==> src/rtl/serial_adder_pkg.sv <==
// Shared definitions for the bit-serial adder: default width and FSM encoding.
// Optional subtraction is enabled by defining SERIAL_ADDER_SUB_EN.
package serial_adder_pkg;

  localparam int unsigned DEFAULT_WIDTH = 32;

  typedef enum logic [1:0] {
    ST_IDLE = 2'b00,
    ST_RUN  = 2'b01,
    ST_DONE = 2'b10
  } state_e;

endpackage

==> src/rtl/serial_adder_full_adder.sv <==
// One-bit full adder; the only arithmetic element of the serial datapath.
module serial_adder_full_adder (
  input  logic a,
  input  logic b,
  input  logic ci,
  output logic s,
  output logic co
);

  assign s  = a ^ b ^ ci;
  assign co = (a & b) | (ci & (a ^ b));

endmodule

==> src/rtl/serial_adder.sv <==
// Bit-serial adder, LSB first, one bit per clock, start/done handshake.
// Define SERIAL_ADDER_SUB_EN to add the SUB port (A - B as A + ~B + 1).
module serial_adder
  import serial_adder_pkg::*;
#(
  parameter int unsigned WIDTH = DEFAULT_WIDTH
) (
  input  logic             CLK,
  input  logic             RST,
  input  logic             START,
  input  logic [WIDTH-1:0] A,
  input  logic [WIDTH-1:0] B,
`ifdef SERIAL_ADDER_SUB_EN
  input  logic             SUB,
`endif
  output logic             BUSY,
  output logic             DONE,
  output logic [WIDTH-1:0] R,
  output logic             CO,
  output logic             OVF
);

  localparam int unsigned CNT_W = $clog2(WIDTH);
  localparam logic [CNT_W-1:0] LAST_BIT = CNT_W'(WIDTH - 1);

  state_e state_q, state_d;

  logic [WIDTH-1:0] a_sr_q,   a_sr_d;
  logic [WIDTH-1:0] b_sr_q,   b_sr_d;
  logic [WIDTH-1:0] sum_sr_q, sum_sr_d;
  logic [WIDTH-1:0] r_q,      r_d;
  logic [CNT_W-1:0] cnt_q,    cnt_d;
  logic             carry_q,  carry_d;
  logic             co_q,     co_d;
  logic             ovf_q,    ovf_d;

  logic accept;
  logic last_bit;
  logic fa_b;
  logic fa_s;
  logic fa_co;
  logic carry_preset;

  assign accept   = (state_q == ST_IDLE) && START;
  assign last_bit = (cnt_q == LAST_BIT);

`ifdef SERIAL_ADDER_SUB_EN
  logic sub_q, sub_d;

  assign fa_b         = b_sr_q[0] ^ sub_q;
  assign carry_preset = SUB;
`else
  assign fa_b         = b_sr_q[0];
  assign carry_preset = 1'b0;
`endif

  serial_adder_full_adder u_fa (
    .a  (a_sr_q[0]),
    .b  (fa_b),
    .ci (carry_q),
    .s  (fa_s),
    .co (fa_co)
  );

  // FSM: state register
  // NOTE: sequential state uses non-blocking assignments so every flop samples
  // pre-edge values regardless of statement order.
  always_ff @(posedge CLK or posedge RST) begin
    if (RST) state_q <= ST_IDLE;
    else     state_q <= state_d;
  end

  // FSM: next state
  always_comb begin
    // NOTE: default assignment first so no path through the block infers a latch.
    state_d = state_q;
    case (state_q)
      ST_IDLE: if (START)    state_d = ST_RUN;
      ST_RUN:  if (last_bit) state_d = ST_DONE;
      ST_DONE:               state_d = ST_IDLE;
      default:               state_d = ST_IDLE;
    endcase
  end

  // FSM: Moore outputs
  always_comb begin
    BUSY = (state_q == ST_RUN) || (state_q == ST_DONE);
    DONE = (state_q == ST_DONE);
  end

  // Datapath: operand/sum shifting, carry, counter and completion capture
  always_comb begin
    a_sr_d   = a_sr_q;
    b_sr_d   = b_sr_q;
    sum_sr_d = sum_sr_q;
    carry_d  = carry_q;
    cnt_d    = cnt_q;
    r_d      = r_q;
    co_d     = co_q;
    ovf_d    = ovf_q;
`ifdef SERIAL_ADDER_SUB_EN
    sub_d    = sub_q;
`endif
    if (accept) begin
      a_sr_d  = A;
      b_sr_d  = B;
      carry_d = carry_preset;
      cnt_d   = '0;
`ifdef SERIAL_ADDER_SUB_EN
      sub_d   = SUB;
`endif
    end else if (state_q == ST_RUN) begin
      a_sr_d   = a_sr_q >> 1;
      b_sr_d   = b_sr_q >> 1;
      sum_sr_d = {fa_s, sum_sr_q[WIDTH-1:1]};
      carry_d  = fa_co;
      if (last_bit) begin
        // carry_q is the carry into the MSB here, fa_co the carry out of it
        r_d   = {fa_s, sum_sr_q[WIDTH-1:1]};
        co_d  = fa_co;
        ovf_d = carry_q ^ fa_co;
      end else begin
        cnt_d = cnt_q + CNT_W'(1);
      end
    end
  end

  always_ff @(posedge CLK or posedge RST) begin
    if (RST) begin
      a_sr_q   <= '0;
      b_sr_q   <= '0;
      sum_sr_q <= '0;
      carry_q  <= 1'b0;
      cnt_q    <= '0;
      r_q      <= '0;
      co_q     <= 1'b0;
      ovf_q    <= 1'b0;
    end else begin
      a_sr_q   <= a_sr_d;
      b_sr_q   <= b_sr_d;
      sum_sr_q <= sum_sr_d;
      carry_q  <= carry_d;
      cnt_q    <= cnt_d;
      r_q      <= r_d;
      co_q     <= co_d;
      ovf_q    <= ovf_d;
    end
  end

`ifdef SERIAL_ADDER_SUB_EN
  always_ff @(posedge CLK or posedge RST) begin
    if (RST) sub_q <= 1'b0;
    else     sub_q <= sub_d;
  end
`endif

  assign R   = r_q;
  assign CO  = co_q;
  assign OVF = ovf_q;

endmodule

==> config.mk <==
export PLATFORM = sky130hd
export DESIGN_NAME = serial_adder
export DESIGN_NICKNAME = d
export VERILOG_FILES = /design/src/rtl/serial_adder_pkg.sv /design/src/rtl/serial_adder_full_adder.sv /design/src/rtl/serial_adder.sv
export SDC_FILE = /design/constraint.sdc
export NUM_CORES = 1
export LEC_CHECK = 0
export CORE_ASPECT_RATIO = 0.75
export CORE_MARGIN = 10
export CORE_UTILIZATION = 31
export CTS_BUF_LIST = sky130_fd_sc_hd__clkbuf_8
export CTS_CLUSTER_DIAMETER = 200
export CTS_CLUSTER_SIZE = 28
export DETAILED_ROUTE_END_ITERATION = 8
export PLACE_DENSITY = 0.61
export SETUP_SLACK_MARGIN = 0.02
export SYNTH_ARGS = -nofsm -noshare
export SYNTH_HDL_FRONTEND = slang
export SYNTH_HIERARCHICAL = 1
export SYNTH_SLANG_ARGS = --single-unit
==> constraint.sdc <==
create_clock -name CLK -period 9.2 [get_ports CLK]
set_input_delay 1.38 -clock CLK [delete_from_list [all_inputs] [get_ports CLK]]
set_output_delay 1.38 -clock CLK [all_outputs]
set_load 0.005 [all_outputs]
# Yosys cells after proc, flatten, opt, wreduce, memory -nomap -nowiden
# Cells that the tools add are included.
[totals]
register_bits = 138
in_bits = 67
output_inout_bits = 36
wordCells = 43
[classes]
add_sub_neg = 1
eq_ne = 6
n_mux = 12
bitwise_logic = 7
n_reduce_logical = 8
[op_table]
columns = ["operator", "n"]
rows = [
  ["$mux W32", 4],
  ["$mux W5", 3],
  ["$ne A2 B2 Y1 const B", 3],
  ["$reduce_and A2 Y1", 3],
  ["$add A5 B1 Y5 const B", 1],
  ["$eq A5 B5 Y1 const B", 1],
  ["$mux W2", 2],
  ["$pmux W2 S2", 1],
  ["$reduce_and A3 Y1", 1],
  ["$xor A1 B1 Y1", 3],
  ["$and A1 B1 Y1", 2],
  ["$eq A2 B1 Y1 const B", 1],
  ["$eq A2 B2 Y1 const B", 1],
  ["$logic_not A2 Y1", 1],
  ["$mux W1", 2],
  ["$reduce_bool A2 Y1", 1],
  ["$logic_and A1 B1 Y1", 1],
  ["$logic_or A1 B1 Y1", 1],
  ["$not A1 Y1", 1],
  ["$or A1 B1 Y1", 1],
]

# Depth between registers and ports, before layout
# Gate-level depths: netlist (run 1).
[logic_depth]
word_depth = 5
depth_mapped = 8
ltp_nobuf = 6

# Hierarchy
# Netlist (run 1), hierarchy kept.
[modules_own_cells]
columns = ["module", "instances", "cells_per_inst", "area_each_um2", "seq_area_each_um2"]
rows = [
  ["serial_adder", 1, 462, 5944.5, 3428.3],
  ["serial_adder_full_adder", 1, 1, 20.0, 0.0],
]

# Worst setup path after synthesis (run 1)
# No wires, ideal clock.
[synth_path]
kind = "input to register"
start = "input START"
end = "register co_q (netlist: CO)"
setup_time_ns = 0.125
t_arrival_ns = 2.204
required_ns = 9.075
path_slack_ns = 6.871
cell_stages = 5
path_buffers = 2
cell_sequence = "nand2_1 > and3_4 > buf_6 > buf_12 > mux2_4"
[synth_between]
elab_chain_len = 3
[synth_lines]
columns = ["element", "line_no", "rtl"]
rows = [
  ["start: declaration", "serial_adder.sv:10", "input logic START,"],
  ["$logic_and A1 B1 Y1", "serial_adder.sv:44", "assign accept = (state_q == ST_IDLE) && START;"],
  ["$not A1 Y1 (no line)", "-", ""],
  ["$reduce_and A3 Y1 (no line)", "-", ""],
  ["end signal: assignment", "serial_adder.sv:145", "co_q <= co_d;"],
  ["end: declaration", "serial_adder.sv:34", "logic co_q, co_d;"],
]
# Every way passes these cells.
# A chain may end at the register's enable or synchronous reset.

# Final worst setup path (run 1)
[layout_path]
start = "register state_q[0]"
end = "output BUSY"
[layout_between]
elab_chain_len = 2
word_cells_on_any_way = 3
classes_between = "2 x eq/ne; 1 x reduce/logical"
[layout_lines]
columns = ["element", "line_no", "rtl"]
rows = [
  ["start: declaration", "serial_adder.sv:26", "state_e state_q, state_d;"],
  ["start signal: assignment", "serial_adder.sv:70", "else state_q <= state_d;"],
  ["$eq A2 B1 Y1 or $eq A2 B2 Y1 (tied branches)", "serial_adder.sv:87", "BUSY = (state_q == ST_RUN) || (state_q == ST_DONE);"],
  ["$logic_or A1 B1 Y1 (*)", "serial_adder.sv:87", ""],
  ["end: declaration", "serial_adder.sv:16", "output logic BUSY,"],
]
# Mark *: on every way between the ends. The rest lies on a longest branch, timed or not.

==> impl_metrics.yaml, run 1 <==
floorplanning:
  die-area_mm2: 0.0252
  die_w_um: 180
  core_area_mm2: 0.0187
  ios: 103
  rows: 43
  die_y_um: 140
  start_util_pct: 31.9
setup_path:
  crit_chain: "inv_1 -> ha_1 -> clkdlybuf4s50_1"
  worstSetupPathType: "reg -> out"
  crit_fanout: 3
  cp.arrival_ns: 1.74
  r2r_start: "state_q[1]"
  startpoint: "state_q[0]"
  slowest_stage: "clkdlybuf4s50_1"
  crit_required_ns: 7.82
  max_stage_delay_ns: 0.51
  crit_buf_inv: 2
  cp_top_family: "buffers and inverters"
  startpoint_type: "register"
  critPathCaptureType: "primary output"
synthesis:
  syn-instance-count: 463
  yosysTopAreaCellShare_pct: 57.5
  yosysWarnings: 6
  synth_top_area_cell: "dfrtp_1"
  ys_ff_latch: 137
  synth_nets: 537
  synth_flop_cell: "dfrtp_1"
  synth_area_leaders: "dfrtp_1, mux2i_1, mux2_4"
  ys_async_sr_fraction_pct: 100
  syn_area_per_cell_um2: 12.9
  yosysSeqAreaShare_pct: 57.5
  synth_most_common_cell: "dfrtp_1"
  netlist_top_cells_count: "dfrtp_1, nand2_1, mux2i_1, o21ai_0, mux2_2"
  synth_edf_count: 0
  ys_types: 29
  syn_area_mm2: 0.00596
cts:
  clk-insertion-delay-late_ns: 0.44
  cts_resized: 0
  clk_pin_slew_worst_paths_ns: 0.08
  ctsHtreeMaxLevel: 4
  post_cts_buffers: 0
  cts_max_path_buffers: 2
  clock_sinks: 137
  numCtsBuffers: 17
  cts_hold_buffers: 0
  cts_tree: "done"
  cts-root-buf: "clkbuf_8"
cells_and_area:
  area_growth_syn_to_layout_pct: 27.1
  num_antenna_cells: 0
  design_area_mm2: 0.00758
  nets: 630
  fillers: 1754
  layout-drive-gt1-share_pct: 18.1
sta:
  holdWs_ns: 0.513
  rsz0062_at_grt: "false"
  period_share_pct: 33.9
  finalHoldViolations: 0
  layout_min_cycle_time_ns: 3.12
  worst_pin_slew_ns: 1.15
  finalClockSkew_ns: 0.0149
  finalSetupTns_ns: 0
  maxSlewViolCount: 0
  fmax_ghz: 0.320
  slew_headroom_pct: 23.6
  setup_violations: 0
detailed_routing:
  first_pass_iters: 4
  route.detailed.drc: 0
  drt_iter0_markers: 174
  drtAntennaViolNets: 0
  wirelength_um: 12300
  wire_per_inst_um: 15.0
  vias: 3647
  routed_via_density: 4.47
global_route:
  met3_usage_pct: 4.61
  gr-total-overflow: 0
  grt_max_degree: 133
  grt_pass1_vias: 3944
  use_met1_pct: 12.9
  grt.busiest_layer: "met2"
  track_usage_pct: 9.88
  antenna_found_initial: 0
  use_met2_pct: 14.1
  grt_pass1_wl_um: 20600
placed_design:
  portBuffers: 102
  place_congestion: 0.758
  place_hpwl_um: 8210
  place_area_mm2: 0.00712
run:
  maxCapViolations: 0
power_and_ir_drop:
  ir_drop_mv: 0.100
  p_per_area_mw_per_mm2: 281
  cellLeakagePower_nw: 3.42
status:
  outcome: "completed"
hold_path:
  hold_class: "reg -> reg"
  worstHoldStart: "R[22]"
[registers in the layout, summed over array words and instances (netlist names)]
| signal | count |
|---|---|
| OVF | 1 |
| cnt_q | 5 |
| CO | 1 |
| state_q | 2 |
| sum_sr_q | 31 |
| carry_q | 1 |
| a_sr_q | 32 |
| R | 32 |
| b_sr_q | 32 |
[metal layers]
| metal | vias to the layer above | routed length, um |
|---|---|---|
| li1 | 1784 | - |
| met1 | 1766 | 5770 |
| met2 | 85 | 5380 |
| met3 | 12 | 964 |
| met4 | 0 | 140 |
| met5 | - | 0 |
[worst reg2reg max path: cells and delay by family, from the launching register on]
kind	cells	cell delay [ns]
AOI/OAI and AO/OA	1	0.14
adders and majority gates	1	0.65
buffers and inverters	2	0.96
and+or+nand+nor	2	0.64
DFF	1	0.41
[final timing paths]
kind / slack, ns / end / depth (start not counted)
setup / recovery: 6.08 / BUSY / 3
hold / removal: 0.51 / R[22] / 1
setup reg to reg: 6.32 / cnt_q[3] / 6
hold reg to reg: 0.51 / R[22] / 1
max in group asynchronous: 6.51 / b_sr_q[20] / 3
min in group asynchronous: 1.40 / R[5] / 2
[layout make-up]
class / instances / area, um2 / area share (%)
tap: 247 / 309 / 4.08
clock inverter: 13 / 200 / 2.64
clock buffer: 19 / 262 / 3.45
sequential: 137 / 3430 / 45.2
multi-input combinational: 293 / 2330 / 30.7
timing repair buffer: 104 / 1040 / 13.7
inverter: 3 / 16.3 / 0.215
[placed cells by master, fill, tap and decap left out, types with 4 or more instances in the layout]
cell	n
dfrtp_1	137
nor2_1	4
clkbuf_8	19
ha_1	5
inv_1	4
mux2_2	36
nand2_1	71
mux2_4	30
mux2i_1	63
o21ai_0	63
bufinv_16	5
clkdlybuf4s50_1	102
[through the flow]
step	setup WS [ns]	util (%)	power, mW	std cells
floorplan	4.15	-	1.44	463
global placement	5.98	38.1	1.56	784
detailed placement	5.89	38.1	1.59	784
CTS	6.02	40.6	2.17	816
global route	6.01	40.6	2.29	816
finish	6.08	40.6	2.13	816
[power by group]
part           switching, mW  leakage [nW]  internal (mW)
clock                  0.233         0.235          0.336
combinational          0.296          1.42          0.323
sequential             0.131          1.76          0.815
total                  0.660          3.42           1.47
[kinds of logic (layout without fill, tap and decap cells)]
family	after synthesis	in the layout	share of synthesized area [%]
and+or+nand+nor	87	87	6.19
xor gates and xnor gates	3	3	0.441
AOI/OAI and AO/OA	67	67	5.68
muxes	129	129	24.9
adders and majority gates	7	7	1.59
DFF	137	137	57.5
buffers and inverters	33	139	3.69
Power figures use the tool's default switching activity.
==> inputs of run 2 (changes only) <==
clock period = 2.9 ns   (was 9.2 ns; I/O delays follow)
==> run 2 against run 1 <==
Effect of this change: first-iteration DRC count increased by 37%; power increased to 3.1 times the previous value; global-route usage decreased by 0.23 points; core utilization decreased by 0.054 points; flip-flop and latch count unchanged; sequential share of layout area increased by 0.060 points; die area unchanged; worst hold slack got worse by 0.11 ns; critical path type unchanged; largest cell class unchanged.
==> impl_metrics.yaml, run 2 (same netlist as run 1, synthesis figures left out) <==
sta:
  slew_headroom_pct: 53.5
  period_share_pct: 74.7
  finalClockSkew_ns: 0.0135
  holdWs_ns: 0.407
  rsz0062_at_grt: "false"
  layout_min_cycle_time_ns: 2.17
  finalHoldViolations: 0
  worst_pin_slew_ns: 0.697
  fmax_ghz: 0.461
  maxSlewViolCount: 0
  setup_violations: 0
  finalSetupTns_ns: 0
setup_path:
  startpoint: "state_q[0]"
  critPathCaptureType: "primary output"
  worstSetupPathType: "reg -> out"
  crit_required_ns: 2.47
  startpoint_type: "register"
  r2r_start: "cnt_q[0]"
  cp.arrival_ns: 1.73
  crit_fanout: 3
global_route:
  grt_pass1_wl_um: 20000
  grt_max_degree: 133
  antenna_found_initial: 0
  grt_pass1_vias: 3961
  track_usage_pct: 9.65
  gr-total-overflow: 0
placed_design:
  place_area_mm2: 0.00718
  place_hpwl_um: 8100
  portBuffers: 102
  place_congestion: 0.727
cells_and_area:
  fillers: 1743
  final_cell_mix: "dfrtp_1, clkdlybuf4s50_1, nand2_1, mux2i_1, o21ai_0"
  area_growth_syn_to_layout_pct: 26.9
  design_area_mm2: 0.00757
  layout-drive-gt1-share_pct: 18.4
  mostFrequentLayoutCell: "dfrtp_1"
  nets: 632
  num_antenna_cells: 0
cts:
  cts_max_path_buffers: 2
  clk-insertion-delay-late_ns: 0.44
  clk_pin_slew_worst_paths_ns: 0.08
  numCtsBuffers: 17
  post_cts_buffers: 0
  cts-root-buf: "clkbuf_8"
  cts_resized: 0
  cts_tree: "done"
  cts_hold_buffers: 0
  ctsHtreeMaxLevel: 4
  clock_sinks: 137
detailed_routing:
  route.detailed.drc: 0
  drt_iter0_markers: 238
  vias: 3622
  wire_per_inst_um: 14.4
  drtAntennaViolNets: 0
  wirelength_um: 11800
  first_pass_iters: 4
  routed_via_density: 4.43
floorplanning:
  core_area_mm2: 0.0187
  rows: 43
  start_util_pct: 31.9
  ios: 103
  die-area_mm2: 0.0252
  die_y_um: 140
  die_w_um: 180
hold_path:
  hold_class: "in -> async"
power_and_ir_drop:
  p_per_area_mw_per_mm2: 861
  cellLeakagePower_nw: 3.40
  ir_drop_mv: 0.771
status:
  outcome: "completed"
run:
  maxCapViolations: 0
==> run 2: worst paths after layout <==
kind | end | slack (ns) | depth (start not counted)
setup / recovery | BUSY | 0.73 | 3
hold / removal | R[15] | 0.41 | 2
setup reg to reg | R[22] | 0.81 | 5
min in group CLK | R[19] | 0.51 | 1
hold reg to reg | R[19] | 0.51 | 1
max in group asynchronous | a_sr_q[1] | 1.80 | 3
==> run 2: power breakdown <==
part | total, mW | switching, mW | leakage [nW] | internal, mW
clock | 1.53 | 0.728 | 0.191 | 0.800
sequential | 2.99 | 0.402 | 1.76 | 2.58
combinational | 2.00 | 0.954 | 1.44 | 1.05
==> run 2: through the flow <==
| stage | power [mW] | std cells | utilization (%) | worst slack, ns |
|---|---|---|---|---|
| after floorplan | 4.57 | 463 | - | 0.758 |
| after global placement | 4.98 | 786 | 38.5 | 0.746 |
| after detailed placement | 5.08 | 786 | 38.5 | 0.699 |
| after CTS | 6.64 | 817 | 40.6 | 0.665 |
| after global routing | 7.05 | 817 | 40.6 | 0.595 |
| final | 6.52 | 817 | 40.6 | 0.733 |
==> run 2: layer usage <==
| layer | global-route usage (%) | part of all wire [%] |
|---|---|---|
| met2 | 13.9 | 44 |
| met1 | 12.5 | 49 |
| met4 | 3.49 | 1.2 |
| met5 | 0 | 0 |
| met3 | 4.25 | 6.2 |
==> run 2: worst max-delay path, cell delays in order, from the launching register on <==
cell and delay (ns):
dfrtp_1 0.41, inv_1 0.10, ha_1 0.29, clkdlybuf4s50_1 0.50
==> run 2: cell type report <==
class                   instances  area [um2]  area share (%)
clock buffers                  19         262            3.45
clock inverters                12         126            1.67
inverters                       3        15.0           0.198
multi-input cells             293        2330            30.8
flip-flops and latches        137        3430            45.3
well taps                     247         309            4.08
repair buffers                106        1100            14.5
